`src/rtl/multi_pulse_generator.sv`:
```
// Multi-channel pulse generator driven by one shared period counter.
// Optional counted bursts are built when PULSE_GEN_BURST_EN is defined.
module multi_pulse_generator #(
  parameter int CHANNELS = 4,
  parameter int CNT_W    = 11,
  parameter int BURST_W  = 8
) (
  input  logic                      clk,
  input  logic                      rst,
  input  logic                      en,
  input  logic [CNT_W-1:0]          divide_by_n,
  input  logic [CHANNELS*CNT_W-1:0] rise_pos,
  input  logic [CHANNELS*CNT_W-1:0] fall_pos,
  input  logic [CHANNELS-1:0]       ch_en,
  input  logic [CHANNELS-1:0]       polarity,
  input  logic                      start,
  input  logic [BURST_W-1:0]        burst_len,
  output logic [CHANNELS-1:0]       pulse_out,
  output logic                      tick_comb,
  output logic                      tick_sync,
  output logic                      busy,
  output logic                      done
);

`ifdef PULSE_GEN_BURST_EN
  typedef enum logic [1:0] {IDLE, CONT, BURST} state_t;
`else
  typedef enum logic [0:0] {IDLE, CONT} state_t;
`endif

  state_t                    state;
  logic [CNT_W-1:0]          count;
  logic [CNT_W-1:0]          p_sh;
  logic [CNT_W-1:0]          last_cnt;
  logic [CHANNELS*CNT_W-1:0] rise_sh;
  logic [CHANNELS*CNT_W-1:0] fall_sh;
  logic [CHANNELS-1:0]       active;
  logic                      run;
  logic                      wrap;
  logic                      load;
  logic                      start_ok;
  logic                      last_burst;

  assign run  = (state != IDLE);
  assign busy = run;

  // P of 0 and 1 both mean a single-cycle period
  assign last_cnt  = (p_sh == '0) ? '0 : p_sh - CNT_W'(1);
  assign tick_comb = run && (count == last_cnt);
  assign wrap      = tick_comb;

`ifdef PULSE_GEN_BURST_EN
  logic [BURST_W-1:0] bcnt;
  logic [BURST_W-1:0] bl_sh;

  assign start_ok   = start && !en && (burst_len != '0);
  assign last_burst = (bcnt == bl_sh - BURST_W'(1));
`else
  logic unused_burst;

  assign unused_burst = ^{start, burst_len};
  assign start_ok     = 1'b0;
  assign last_burst   = 1'b0;
  assign done         = 1'b0;
`endif

  // Shadow reload happens on entry and on every wrap that keeps running
  always_comb begin
    load = 1'b0;
    unique case (state)
      IDLE:    load = en || start_ok;
      CONT:    load = wrap && en;
`ifdef PULSE_GEN_BURST_EN
      BURST:   load = wrap && (!last_burst || en);
`endif
      default: load = 1'b0;
    endcase
  end

  // Per-channel window decode against the shadowed positions
  for (genvar i = 0; i < CHANNELS; i++) begin : g_ch
    logic [CNT_W-1:0] r;
    logic [CNT_W-1:0] f;

    assign r = rise_sh[i*CNT_W +: CNT_W];
    assign f = fall_sh[i*CNT_W +: CNT_W];
    assign active[i] = (r < f) ? (count >= r && count < f) :
                       (r > f) ? (count >= r || count < f) :
                       1'b0;
  end

  // Shadow registers for period and channel positions
  always_ff @(posedge clk) begin
    if (rst) begin
      p_sh    <= '0;
      rise_sh <= '0;
      fall_sh <= '0;
    end else if (load) begin
      p_sh    <= divide_by_n;
      rise_sh <= rise_pos;
      fall_sh <= fall_pos;
    end
  end

  // Mode FSM and shared period counter
  always_ff @(posedge clk) begin
    if (rst) begin
      state <= IDLE;
      count <= '0;
`ifdef PULSE_GEN_BURST_EN
      bcnt  <= '0;
      bl_sh <= '0;
      done  <= 1'b0;
`endif
    end else begin
`ifdef PULSE_GEN_BURST_EN
      done <= 1'b0;
`endif
      unique case (state)
        IDLE: begin
          count <= '0;
          if (en) begin
            state <= CONT;
          end
`ifdef PULSE_GEN_BURST_EN
          else if (start_ok) begin
            state <= BURST;
            bcnt  <= '0;
            bl_sh <= burst_len;
          end
`endif
        end
        CONT: begin
          if (wrap) begin
            count <= '0;
            if (!en) state <= IDLE;
          end else begin
            count <= count + CNT_W'(1);
          end
        end
`ifdef PULSE_GEN_BURST_EN
        BURST: begin
          if (wrap) begin
            count <= '0;
            if (last_burst) begin
              done  <= 1'b1;
              bcnt  <= '0;
              state <= en ? CONT : IDLE;
            end else begin
              bcnt <= bcnt + BURST_W'(1);
            end
          end else begin
            count <= count + CNT_W'(1);
          end
        end
`endif
        default: state <= IDLE;
      endcase
    end
  end

  // Registered outputs, one cycle behind the counter
  always_ff @(posedge clk) begin
    if (rst) begin
      pulse_out <= '0;
      tick_sync <= 1'b0;
    end else begin
      pulse_out <= ({CHANNELS{run}} & ch_en & active) ^ polarity;
      tick_sync <= tick_comb;
    end
  end

endmodule
```
`config.mk`:
```
export PLATFORM = sky130hd
export DESIGN_NAME = multi_pulse_generator
export DESIGN_NICKNAME = d
export VERILOG_FILES = /design/src/rtl/multi_pulse_generator.sv
export SDC_FILE = /design/constraint.sdc
export NUM_CORES = 1
export LEC_CHECK = 0
export ABC_CLOCK_PERIOD_IN_PS = 3400
export BUFFER_PORTS_ARGS = -buffer_cell sky130_fd_sc_hd__buf_2
export CORE_MARGIN = 2
export CORE_UTILIZATION = 33
export CTS_CLUSTER_DIAMETER = 60
export DETAILED_ROUTE_END_ITERATION = 12
export GPL_ROUTABILITY_DRIVEN = 1
export PLACE_DENSITY_LB_ADDON = 0.3
export SETUP_SLACK_MARGIN = 0.02
export SYNTH_ARGS = -nofsm -noshare
export SYNTH_HDL_FRONTEND = slang
export SYNTH_SLANG_ARGS = --single-unit
```
`constraint.sdc`:
```
create_clock -name clk -period 3.4 [get_ports clk]
set_clock_uncertainty 0.1 [all_clocks]
set_input_delay 0.68 -clock clk [delete_from_list [all_inputs] [get_ports clk]]
set_output_delay 0.68 -clock clk [all_outputs]
set_load 0.03 [all_outputs]
```
[Word-level counts from Yosys, hierarchy flattened]
Cells that the tools add are included.
Widths: inputs -> output; s select.
Word-level totals
  register bits after elaboration: 116
  output and inout port bits: 8
  bits of input ports: 119
Operators by class
  muxes and demuxes: 15
  eq/ne operators: 1
  add/sub/neg operators: 2
  reductions and logical operators: 11
  bitwise gates (word level): 4
  order comparisons: 16
Operators by type and width (number)
  $lt 11x11->1: 8
  $ge 11x11->1: 4
  $gt 11x11->1: 4
  $mux 11: 2
  $pmux 11 s2: 1
  $add 11x1->11 const B: 1
  $eq 11x11->1: 1
  $logic_not 11->1: 1
  $sub 11x1->11 const B: 1
  $mux 1: 10
  $and 4x4->4: 2
  $logic_and 1x1->1: 6
  $logic_or 1x1->1: 4
  $pmux 1 s2: 2
  $xor 4x4->4: 1
  $not 1->1: 1

[Logic depth before layout (Yosys ltp)]
  depth after elaboration: 6
  mapped depth: 13
  depth with buffers taken out: 9

[Worst setup path before layout]
Ideal clock, no wire load.
  kind: reg2out
  from: register p_sh[5]
  to: output tick_comb
  stages on the path, launching flop included: 10
  arrival time: 2.575 ns
  required time: 2.620 ns
  path slack: 0.045 ns
  path through: dfxtp_1 > buf_2 > or4_1 > buf_2 > or4_1 > and3_1 > nor3_1 > nor4bb_1 > nand4_1 > nor2_1
On the way
  longest elaborated chain between the ends: 4
  elaborated cells on any way between the ends: 5
  classes of those cells: add/sub (1); eq/ne (1); mux (1); reduce/logical (2)
Ends and longest elaborated chain
  start: declaration: RTL line 33  | logic [CNT_W-1:0] p_sh;
  start signal: assignment: RTL line 99  | p_sh <= divide_by_n;
  $sub 11x1->11 / $logic_not 11->1 (equally long branches): RTL line 48  | assign last_cnt = (p_sh == '0) ? '0 : p_sh - CNT_W'(1);
  $mux 11 *: RTL line 48
  $eq 11x11->1 *: RTL line 49  | assign tick_comb = run && (count == last_cnt);
  $logic_and 1x1->1 *: RTL line 49
  end: declaration: RTL line 19  | output logic tick_comb,
Mark *: on every way between the ends. The rest lies on a longest branch, timed or not.

[Worst setup path after layout]
  from: register p_sh[0]
  to: output tick_comb
Same word-level chain as after synthesis.

==> run metrics <==
worst path cell trace=inv_2 -> ha_4 -> or3b_4 -> or4_1 -> and3_4 -> nor3_2 -> nor4bb_4 -> nand4_1 -> nor2_2 -> buf_6; vias in the first global route=10,394; Placer Congestion=about 0.84; register area share after synthesis=21.99%; DRC=0; full die area=roughly 33,000 sq um; Cells after Synth=1,396; Tcrit/Tclk final=108.1%; slowest cell on the critical path=or4_1; HP Start=fall_sh[40]; fin. max-slew vios=0; CP arrival=between 2 and 3 ns; post-synth cell types=63; endpoint class of the critical path=primary output; Adder-Cell Fraction of Synth Area=between 10% and 20%; worst setup margin=-0.2764 ns; Synth Flop Type=dfxtp_1; ANT nets after route=0; ANT cells=0; top cell type's share of synthesized area=21.99%; drt pass-1 iters=5; Final nets=about 1,700; ys async rst share=0%; Synth Area in Compound Gates=23.13%; Chip Height=182.9 um; register bit total from synthesis=116; Post-Route WL=around 36 mm; wire per inst=19.46 um; worst slew pin tran=0.9718 ns; Max Fclk=0.2720 GHz; Total Power=5.300 mW; Final Hold Viols=0; Row Count=65; most frequent cell after synthesis=ha_1; first-pass GRT wire length=57.08 mm; Final Critical Period=~3.7 ns; fin area=approximately 12,000 sq um; PwrDens=429.0 nW/um^2; slowest stage delay, CP=0.52 ns; Synth area leader=dfxtp_1; Max Root-Sink Buffers=2; grt ovf=0; Area Overhead vs Synth=17.00%; largest family of logic cells by synthesized area=simple AND/OR/NAND/NOR gates; multi-input logic area=7377 sq um; layout cells sized above 1=15.93%; largest net degree at the start of global routing=102; drt initial violations=973; Post-Synth Simple-Gate Area=28.20%; initial core utilization=33.46%; top cells by area, synth=dfxtp_1 (22%), ha_1 (15%), nand4_1 (7.1%), o311ai_1 (6.5%), a31oi_1 (6.4%); VDD IR-drop max=0.0002603 V; post-synthesis mux area share=~1.0%; Post-synth top cells=ha_1 (130), nand4_1 (120), nand2_1 (118); Die W=182.9 um; Max FO, Critical Path=7; CTS root buffer=clkbuf_16; clock latency on the worst-skew pair=0.43 ns; Buffers on Ports=about 120; final setup fails=1; Max Cap Viol=0; clock tree from TritonCTS=built; Post-Layout Cell Count=1,865; Post-DP Area=~12,000 sq um; leak pwr=between 4 and 5 nW; FF-to-FF setup slack=0.19 ns; type of origin of the critical path=flip-flop; Worst Hold Path EP=fall_sh[40]; Worst Hold Class=reg2reg; post-synthesis cell area=approximately 11,000 sq um; Setup Crit Path Kind=reg2out; Post-Place Setup Slack=-0.08299 ns; terminus of the critical flop-to-flop path=rise_sh[18]; relative slew slack=35.13%; routed vias/inst=5.944; via count=about 11,000; run status=complete, but fails checks; Placed Cells=1,828; Clock transition at path regs=0.06 ns; initial antenna violation count=0; Avg Cell Area, Syn=7.564 sq um; fill count=3,261; hpwl dp=~23 mm; RSZ-0062 raised after global routing=true; Post-Synth XOR/XNOR Area=0.9954%; total CTS buffers=17; Worst EP required=2.62 ns; setup tns final=-0.2764 ns; Total Routing Usage GR=21.35%; Storage cell area=between 2000 and 2500 sq um; Post-synth EDFFs=0; worst hold path depth=2; Core Region=approximately 32,000 sq um; yosys warns=0; reg2reg path depth=11; reg2reg start=p_sh[1]; Net Count, Synth=1,645; hold_buf cts=0; failing checks=negative setup slack; CTS Sinks=around 120; Max H-tree Level=4; Top Ports=roughly 130
## critical path, delay by kind of cell (launching register included)
kind | cells | cell delay [ns]
flops | 1 | 0.32
buf+inv | 2 | 0.22
simple gates | 7 | 1.78
fa+ha+maj | 1 | 0.13
## registers in the layout, summed over array words and instances (netlist names)
signal,cells
pulse_out,4
fall_sh,44
rise_sh,44
busy,1
tick_sync,1
p_sh,11
count,11
## area by class of cell
| class | instances | share of cell area [%] |
|---|---|---|
| clock inverters | 10 | 1.438 |
| multi-input cells | 1045 | 59.71 |
| inverters | 101 | 3.069 |
| repair buffers | 169 | 9.115 |
| flip-flops and latches | 116 | 18.84 |
| well taps | 402 | 4.071 |
| clock buffers | 22 | 3.757 |
## repair_timing
| action | in CTS | in global routing |
|---|---|---|
| setup endpoints to repair | 1 | 4 |
| pin swaps | 2 | 4 |
| resized for setup | 15 | 11 |
| endpoints found under the hold margin | 0 | 0 |
| buffers inserted | 2 | 3 |
## worst max-delay path by stage
stage,start,end,cells after the start
2_1_floorplan,p_sh[5],tick_comb,9
5_1_grt,p_sh[0],tick_comb,10
3_3_place_gp,p_sh[0],tick_comb,11
3_5_place_dp,p_sh[0],tick_comb,10
6_report,p_sh[0],tick_comb,10
4_1_cts,p_sh[0],tick_comb,10
## stage by stage
stage                     util, %  hold slack [ns]
after floorplan                 -           0.3576
after global placement      36.67           0.3653
after detailed placement    36.67           0.3709
after CTS                   38.93           0.3795
after global routing        39.15           0.3961
final                       39.15           0.3776
## cells by family (layout without fill, tap and decap cells)
group                    count (synthesis)  count (layout)
XOR/XNOR                                12              12
AO/OA/AOI/OAI                          341             341
multiplexers                            10              10
adder cells (fa/ha/maj)                130             130
buffers and inverters                  235             302
AND/OR/NAND/NOR                        551             551
flip-flops                             116             116
other                                    1               1
## layer usage
metal | vias up | routed length (um) | track usage [%]
li1 | 5395 | - | -
met1 | 5354 | 17010 | 28.67
met2 | 296 | 17090 | 35.88
met3 | 41 | 1485 | 2.701
met4 | 0 | 711 | 6.240
met5 | - | 0 | 0
## report_power, final
group	internal, mW	total [mW]	switching (mW)
clock network	1.34	2.05	0.711
registers	1.48	1.58	0.103
logic	0.650	1.67	1.02
total	3.46	5.30	1.84
## cells in the final DEF (no fill, tap or decap), types with 17 or more instances in the layout
cell       instances
dfxtp_1          114
clkbuf_16         17
nand4_1          120
o311ai_0          21
nor3_1           106
nor2_1            21
buf_2            113
inv_1             98
a21oi_1           39
ha_1             129
o21ai_0           21
nand3_1           20
nor2b_1          106
nand2_1          118
o311ai_1          78
a31oi_1          108
buf_4             43
No activity file was read; power rests on OpenSTA's default activity.
